==> src/rtl/transmissor.sv <==
// Serial transmitter: sends a 16-bit word as two UART byte frames (start, 8 data LSB first,
// STOP_BITS stop bits), with busy asserted throughout and a one-cycle concluded pulse at the end.
module transmissor #(
    parameter int STOP_BITS = 1
) (
    input  logic        clk_9k6hz,
    input  logic        rst_n,
    input  logic        en,
    input  logic [15:0] data,
    output logic        tx,
    output logic        busy,
    output logic        concluded
);

    typedef enum logic [1:0] {IDLE, START, DATA, STOP} state_t;

    localparam logic STOP_LAST = (STOP_BITS == 2);

    state_t      r_state, w_state_nx;
    logic [15:0] r_shift, w_shift_nx;
    logic        r_byte,  w_byte_nx;
    logic [2:0]  r_bit,   w_bit_nx;
    logic        r_stop,  w_stop_nx;
    logic        r_tx,    w_tx_nx;
    logic        r_busy,  w_busy_nx;
    logic        r_conc,  w_conc_nx;

    always_ff @(posedge clk_9k6hz or negedge rst_n) begin
        if (!rst_n) begin
            r_state <= IDLE;
            r_shift <= '0;
            r_byte  <= 1'b0;
            r_bit   <= '0;
            r_stop  <= 1'b0;
            r_tx    <= 1'b1;
            r_busy  <= 1'b0;
            r_conc  <= 1'b0;
        end else begin
            r_state <= w_state_nx;
            r_shift <= w_shift_nx;
            r_byte  <= w_byte_nx;
            r_bit   <= w_bit_nx;
            r_stop  <= w_stop_nx;
            r_tx    <= w_tx_nx;
            r_busy  <= w_busy_nx;
            r_conc  <= w_conc_nx;
        end
    end

    // Outputs are computed for the state being entered, so tx/busy/concluded are plain flops.
    always_comb begin
        w_state_nx = r_state;
        w_shift_nx = r_shift;
        w_byte_nx  = r_byte;
        w_bit_nx   = r_bit;
        w_stop_nx  = r_stop;
        w_tx_nx    = 1'b1;
        w_busy_nx  = r_busy;
        w_conc_nx  = 1'b0;
        case (r_state)
            IDLE: begin
                w_busy_nx = 1'b0;
                if (en) begin
                    w_state_nx = START;
                    w_shift_nx = data;
                    w_byte_nx  = 1'b0;
                    w_busy_nx  = 1'b1;
                    w_tx_nx    = 1'b0;
                end
            end
            START: begin
                w_state_nx = DATA;
                w_tx_nx    = r_shift[0];
                w_shift_nx = {1'b0, r_shift[15:1]};
                w_bit_nx   = 3'd0;
            end
            DATA: begin
                if (r_bit == 3'd7) begin
                    w_state_nx = STOP;
                    w_stop_nx  = 1'b0;
                end else begin
                    w_tx_nx    = r_shift[0];
                    w_shift_nx = {1'b0, r_shift[15:1]};
                    w_bit_nx   = r_bit + 3'd1;
                end
            end
            STOP: begin
                if (r_stop == STOP_LAST) begin
                    if (!r_byte) begin
                        // byte 1 follows immediately, no idle bit between frames
                        w_state_nx = START;
                        w_byte_nx  = 1'b1;
                        w_tx_nx    = 1'b0;
                    end else begin
                        w_state_nx = IDLE;
                        w_byte_nx  = 1'b0;
                        w_busy_nx  = 1'b0;
                        w_conc_nx  = 1'b1;
                    end
                end else begin
                    w_stop_nx = 1'b1;
                end
            end
            default: w_state_nx = IDLE;
        endcase
    end

    assign tx        = r_tx;
    assign busy      = r_busy;
    assign concluded = r_conc;

endmodule

==> config.mk <==
export PLATFORM = sky130hd
export DESIGN_NAME = transmissor
export DESIGN_NICKNAME = d
export VERILOG_FILES = /design/src/rtl/transmissor.sv
export SDC_FILE = /design/constraint.sdc
export NUM_CORES = 1
export LEC_CHECK = 0
export CAP_MARGIN = 20
export CELL_PAD_IN_SITES_DETAIL_PLACEMENT = 1
export CELL_PAD_IN_SITES_GLOBAL_PLACEMENT = 1
export CORE_MARGIN = 5
export CORE_UTILIZATION = 41
export DETAILED_ROUTE_END_ITERATION = 10
export HOLD_SLACK_MARGIN = 0.06
export PLACE_DENSITY_LB_ADDON = 0.1
export SLEW_MARGIN = 25
export SYNTH_ARGS = -nofsm -noshare
export SYNTH_HDL_FRONTEND = slang
export SYNTH_SLANG_ARGS = --single-unit
==> constraint.sdc <==
create_clock -name clk_9k6hz -period 1.95 [get_ports clk_9k6hz]
set_input_delay 0.585 -clock clk_9k6hz [delete_from_list [all_inputs] [get_ports clk_9k6hz]]
set_output_delay 0.585 -clock clk_9k6hz [all_outputs]
set_load 0.02 [all_outputs]
# --- After elaboration in Yosys (flattened, before gate mapping) ---
# Cells that the tools add are included.
totals:
  reg_bits: 26
  input_bits: 19
classes:
  n_addsub: 1
  n_eq_ne: 9
  muxes: 28
  reduce_logical: 11
op_table:
  columns: ["op", "count"]
  rows:
  - ["one-hot mux 16 bit (3 select lines)", 1]
  - ["2-to-1 mux 16 bit", 2]
  - ["2-to-1 mux 1 bit", 15]
  - ["AND reduction 3 bit", 4]
  - ["inequality test 2 bit, second input constant", 5]
  - ["one-hot mux 2 bit (4 select lines)", 1]
  - ["2-to-1 mux 2 bit", 3]
  - ["one-hot mux 1 bit (2 select lines)", 3]
  - ["one-hot mux 3 bit (2 select lines)", 1]
  - ["nonzero test 2 bit", 3]
  - ["equality test 2 bit, second input constant", 2]
  - ["one-hot mux 1 bit (4 select lines)", 1]
  - ["AND reduction 2 bit", 2]
  - ["adder 3 x 1 -> 3 bit, second input constant", 1]
  - ["equality test 3 bit, second input constant", 1]
  - ["2-to-1 mux 3 bit", 1]
  - ["nonzero test 3 bit", 1]
  - ["equality test 2 x 1 -> 1 bit, second input constant", 1]
  - ["logical NOT 2 bit", 1]

# --- Depth between registers and ports, before layout ---
# Gate-level depths: netlist (run 1).
logic_depth:
  depth_word: 3
  ltp_mapped: 7
  ltp_nobuf: 5

# --- Least setup slack after synthesis (run 1) ---
# OpenSTA, ideal clock, no wires.
synth_timing:
  path_type: "register to register"
  start: "reg r_bit[0]"
  end: "reg r_shift[15]"
  setup_ps: 127
  arrival_time_ps: 1380
  setup_slack_ps: 443
  stages_incl_launch_ff: 6
  path_buffers: 0
  path_cell_list: "dfrtp_1 -> ha_1 -> ha_1 -> a21oi_2 -> nand2_1 -> mux2_1"
synth_between:
  elab_chain_cells: 3
synth_rtl:
  columns: ["item", "line_no", "rtl"]
  rows:
  - ["from (decl)", "22", "logic [2:0] r_bit, w_bit_nx;"]
  - ["from (signal assigned)", "42", "r_bit <= w_bit_nx;"]
  - ["equality test 3 bit", "78", "if (r_bit == 3'd7) begin"]
  - ["inequality test 2 bit (no source line)", null, null]
  - ["AND reduction 3 bit (no source line)", null, null]
  - ["to (signal assigned)", "40", "r_shift <= w_shift_nx;"]
  - ["to (decl)", "20", "logic [15:0] r_shift, w_shift_nx;"]
# No other way between the ends.
# A chain may end at the register's enable or synchronous reset.

# --- Worst setup path in the final report (run 1) ---
layout_timing:
  start: "reg r_conc (netlist: concluded)"
  end: "out concluded"
layout_lines:
  columns: ["item", "line_no", "rtl"]
  rows:
  - ["from (decl)", "26", "logic r_conc, w_conc_nx;"]
  - ["from (signal assigned)", "46", "r_conc <= w_conc_nx;"]
  - ["to (decl)", "12", "output logic concluded"]
# No word-level cell between the ends.

==> impl_results.md, run 1 <==
- Initial core utilization: approximately 43%
- Global-route wire length before repair: around 5 mm
- Worst Hold Class: reg2reg
- Initial antenna violation count: 0
- Fmax achieved: approximately 540 MHz
- Synthesized area per cell: approximately 11 sq um
- Pwr dens: roughly 1700 nW/um^2
- Pins over their slew limit: 0
- Critical path arrival: ~1300 ps
- Netlist Area Pre-Place: 1340 sq um
- Mapped Nets: approximately 150
- Avg Vias per Cell: ~5.3
- Die Y: 67.2 um
- DR iter-0 viols: 43
- # setup viols final: 0
- Core area: 3100 sq um
- HPWL after DPL: slightly above 2 mm
- Measured slew at the worst slew-check pin: approximately 340 ps
- Post-synth top area cell: dfrtp_1
- Max stage delay cell, worst path: clkdlybuf4s50_1
- Fin cells: 193
- Hold Path Origin: r_shift[15]
- Post-layout min period: ~1800 ps
- Seq cells post-synth: 25
- Clk_lat worst skew: 320 ps
- Core Util, Final: 52.9%
- DR WL/cell: 14.5 um
- Placed Instances: between 150 and 200
- Crit path buffers/inverters: 1
- GR Layer Usage met1: 18.6%
- Crit path required time: 1360 ps
- Layout cells sized above 1: a little over a tenth
- CTS tree: yes
- GRT Util Overall: roughly 14%
- RSZ-0062 raised after global routing: no
- Outcome: finished clean
- Reg-to-reg startpoint: r_state[0]
- CTS clk-pin slew, worst paths: approximately 140 ps
- TritonRoute pass-1 iters: 4
- Num rows: 20
- Total power draw: around 2.7 mW
- I/O pin cnt: 22
- Worst VDD drop: between 0.6 and 0.7 mV
- Cell family with most CP delay: buffers and inverters
- Crit-path max cell delay: 590 ps
- Final hold vios: 0
- Yosys top cell area share: between 40% and 50%
- Setup CP Type: reg2out
- Final Wtd Congestion: approximately 0.73
- Crit end category: output pin
- Antenna Cells: 0
- Reg2reg setup slack: 180 ps
- CP Cell Sequence: clkdlybuf4s50_1
- DRT Wirelength: 2.80 mm
- Leakage power: 0.743 nW
- Clk buf depth: 2
- Drc violations: 0
- Met3 usage: under 10%
- Vias in the first global route: roughly 1.1k
- Largest net degree at the start of global routing: 26
- Clock Skew: 9.38 ps
- DR vias: a little over 1k
- Slew HR: between 70% and 80%
- Hold slack: approximately 500 ps
- Commonest non-fill, non-tap cell in the layout: dfrtp_1
- Area growth syn-to-layout: 22.4%
- Synth Warn #: 0
- Die area: 4520 sq um
- Grt total ovfl: 0
- Final ANT Viol Nets: 0
- Most frequent cells in the layout: dfrtp_1 (24), clkdlybuf4s50_1 (19), mux2i_1 (18)
- Max FO, Critical Path: 1
- Cell count after synthesis: approximately 120
- Met2 usage: roughly a quarter
- # Post-CTS Setup Buffers: 0
- Clk root buf: clkbuf_4
- Synth area leaders: dfrtp_1 (45%), mux2i_1 (13%), ha_1 (7.5%), a31oi_1 (7.0%), a21oi_1 (6.0%)
- Port Buffer Count: 21
- NumNets Final: 177
- Post-synthesis sequential area ratio: around 47%
- CTS H-tree lvls: 1
- Die X: 67.2 um
- Clk sinks: 25
- Setup_tns: 0 ps
- CTS buffer count: 3
- Yosys cell types: 25
- Critical path origin: concluded
- Final Cycle Share: a little over nine tenths
- Layer with the highest usage: met2
- Total of max-cap violations: 0
- CP startpoint kind: flop
-- final cells by class --
class                      count  area, sq um
clock buffer                   4         26.3
sequential                    25          627
inverter                       6         22.5
tap                           44         55.1
multi-input combinational     84          633
fill                         369         1460
timing repair buffer          30          279
-- sequential cells by signal, indices dropped and copies added, names as in the netlist --
register / flops
r_shift: 16
r_bit: 3
r_state: 2
busy: 1
concluded: 1
r_byte: 1
tx: 1
-- cells by family after synthesis --
family          count (synthesis)  synth area share (%)
mux                            20                  15.1
buf+inv                        15                  6.15
simple gates                   13                  4.94
flops                          25                  46.7
fa+ha+maj                       8                  7.46
compound gates                 43                  19.7
-- timing repair --
item,in CTS,in global routing
gates resized for setup,1,1
setup endpoints to repair,1,1
hold buffers,0,0
-- metal layers --
metal / wire [um] / part of all wire, %
met4: 27 / 0.97
met5: 0 / 0
met1: 1350 / 48
met2: 1330 / 48
met3: 85 / 3.0
-- final timing paths --
path,cells past startpoint,endpoint
min,1,r_shift[15]
max,1,concluded
max in group asynchronous,2,tx
min in group asynchronous,2,busy
min reg2reg,1,r_shift[15]
max reg2reg,6,r_bit[0]
-- power by group --
group	switching [mW]	total [mW]	internal, mW	leakage [nW]
Combinational	0.812	1.56	0.751	0.434
Clock	0.154	0.234	0.0800	0.0150
Sequential	0.157	0.941	0.784	0.294
Total	1.12	2.74	1.61	0.743
-- per-stage QoR --
stage	cell area, sq um	setup WS, ps
final	1640	104
after global routing	1640	2.11
after CTS	1640	17.4
after detailed placement	1620	-11.5
after global placement	1620	53.4
after floorplan	1340	443
-- synthesized netlist by cell type (all sizes together) --
library cell / number
mux2i: 18
nor2: 3
a21oi: 17
and2: 1
mux2: 2
dfstp: 1
buf: 9
nor2b: 5
a22o: 1
o41ai: 1
nand2: 3
a22oi: 2
ha: 8
o22ai: 3
o21ai: 2
o31ai: 1
a31oi: 15
inv: 6
nand2b: 1
o31a: 1
dfrtp: 24
(Power assumes the default switching activity.)
==> inputs of run 2 (changes only) <==
Settings changed: CELL_PAD_IN_SITES_DETAIL_PLACEMENT 1 to 0.
Clock period 1.95 ns to 1.9 ns, I/O delays scaled along.
==> run 2 against run 1 <==
Sequential power rose by 2.4%. Worst hold slack gained 22 ps. Final cell count stayed put. Critical path depth stayed put. Non-clock buffer count did not move. Die area stayed put. Critical endpoint unchanged. Largest cell class unchanged. Highest routed layer unchanged.
==> impl_results.md, run 2 (same netlist as run 1, synthesis figures left out) <==
- Clk buf depth: 2
- Setup CP Type: reg2out
- Post-layout min period: between 1500 and 2000 ps
- DR vias: roughly 1000
- Die area: 4520 sq um
- Cell family with most CP delay: buffers and inverters
- Core Util, Final: approximately 53%
- Crit-path max cell delay: approximately 600 ps
- TritonRoute pass-1 iters: 4
- Slew HR: between 70% and 80%
- HPWL after DPL: 1.84 mm
- Clk pwr share: under 10%
- I/O pin cnt: 22
- Most frequent cells in the layout: dfrtp_1 (24), clkdlybuf4s50_1 (19), mux2i_1 (18)
- Final Wtd Congestion: 0.774
- Fmax achieved: ~550 MHz
- Hold Path Origin: r_shift[15]
- NumNets Final: approximately 180
- Sw Share: 40.1%
- RSZ-0062 raised after global routing: no
- CTS clk-pin slew, worst paths: 140 ps
- Drc violations: 0
- DR WL/cell: approximately 13 um
- Top Registers: r_shift x16, r_bit x3, r_state x2
- CP Cell Sequence: clkdlybuf4s50_1
- Max FO, Critical Path: 1
- Clk root buf: clkbuf_4
- CP startpoint kind: flop
- Clk_lat worst skew: roughly 320 ps
- P_int: between 1.5 and 2 mW
- Critical path arrival: ~1300 ps
- Grt total ovfl: 0
- Layout cells sized above 1: approximately 11%
- Clock Skew: roughly 4 ps
- Antenna Cells: 0
- Avg Vias per Cell: between 5 and 6
- Measured slew at the worst slew-check pin: around 310 ps
- Final Cycle Share: a little over nine tenths
- Max stage delay cell, worst path: clkdlybuf4s50_1
- Combinational cell fraction of total power: between 50% and 60%
- Reg-to-reg startpoint: r_bit[1]
- Clk sinks: 25
- Largest net degree at the start of global routing: 26
- Core area: approximately 3100 sq um
- Max reg flops: 16
- Commonest non-fill, non-tap cell in the layout: dfrtp_1
- Critical path origin: concluded
- Vias in the first global route: roughly 1.0k
- Pins over their slew limit: 0
- Final hold vios: 0
- P_sw: approximately 1.1 mW
- Leakage power: between 0.7 and 0.8 nW
- Initial antenna violation count: 0
- CTS tree: yes
- Pwr dens: 1710 nW/um^2
- Num rows: 20
- Placed Instances: approximately 190
- Crit path buffers/inverters: 1
- Die X: slightly below 70 um
- Flop pwr share: roughly a third
- Initial core utilization: between 40 and 50%
- Worst VDD drop: 0.681 mV
- DR iter-0 viols: 42
- Total of max-cap violations: 0
- # setup viols final: 0
- Worst Hold Class: reg2reg
- Crit path required time: 1330 ps
- Top reg by flops: r_shift
- GRT Util Overall: 13.6%
- DRT Wirelength: between 2 and 3 mm
- Outcome: finished clean
- Hold Buf Count CTS: 0
- Area growth syn-to-layout: 22.2%
- Crit end category: output pin
- CTS H-tree lvls: 1
- Port Buffer Count: 21
- Die Y: between 60 and 70 um
- Final ANT Viol Nets: 0
- Global-route wire length before repair: 4.66 mm
- Fin cells: 193
- CTS buffer count: 3
-- run 2: cell types whose count changed in the layout (fill, tap and decap cells not counted), sizes merged --
cell | previous run | this run
clkbuf | 4 | 3
clkinv | 0 | 1
dlygate4sd2 | 1 | 2
dlymetal6s2s | 1 | 0
-- run 2: worst register-to-register path, cell delays in order, from the launching register on --
cell and delay [ps]:
dfrtp_1 420, ha_1 190, ha_1 250, a21oi_2 230, buf_4 250, a21oi_1 100, a31oi_1 150
-- run 2: worst paths after layout --
| path | endpoint | slack, ps | cells past startpoint |
|---|---|---|---|
| worst max-delay path | concluded | 70 | 1 |
| worst min-delay path | r_shift[15] | 530 | 1 |
| worst max register to register | r_shift[11] | 240 | 6 |
| worst min register to register | r_shift[15] | 530 | 1 |
| max in group asynchronous | tx | 1020 | 2 |
| min in group asynchronous | r_shift[6] | 600 | 2 |
-- run 2: area by class of cell --
type                            count  area (sq um)
Fill cell                         321          1460
Sequential cell                    25           627
Tap cell                           44          55.1
Multi-Input combinational cell     84           633
Clock buffer                        3          22.5
Timing Repair Buffer               30           275
Clock inverter                      1          5.00
Inverter                            6          22.5
-- run 2: through the flow --
stage               hold WS [ps]  setup slack [ps]  instance area (sq um)  TNS, ps  power, mW
finish                       526              70.1                   1640        0       2.80
global placement             480              34.5                   1620        0       2.56
floorplan                    274               393                   1340        0       2.22
global route                 565              26.7                   1640        0       3.08
CTS                          534              45.1                   1640        0       2.84
detailed placement           495             -24.1                   1620    -49.2       2.60
-- run 2: per-layer routing --
metal / GRT usage, % / vias up / share of wire, %
met4: 6.08 / 0 / 2.0
met1: 17.4 / 472 / 47
met3: 2.83 / 5 / 4.2
met5: 0 / - / 0
li1: - / 502 / -
met2: 22.0 / 17 / 47
-- run 2: repair_timing --
item                       4_1_cts  5_1_grt
buffers inserted                 0        0
resized for setup                2        0
setup endpoints to repair        2        0
-- run 2: power groups by stage --
stage | logic [mW] | clock network [mW] | registers (mW)
finish | 1.59 | 0.244 | 0.964
global route | 1.80 | 0.279 | 1.01
CTS | 1.61 | 0.259 | 0.968
detailed placement | 1.62 | 0 | 0.982
global placement | 1.59 | 0 | 0.969
floorplan | 1.25 | 0 | 0.970
==> inputs of run 3 (changes only) <==
Settings changed: SETUP_SLACK_MARGIN set to 0.02.
==> results of run 3 <==
Same layout as run 2: the final DEF is identical, and so are final timing and power.
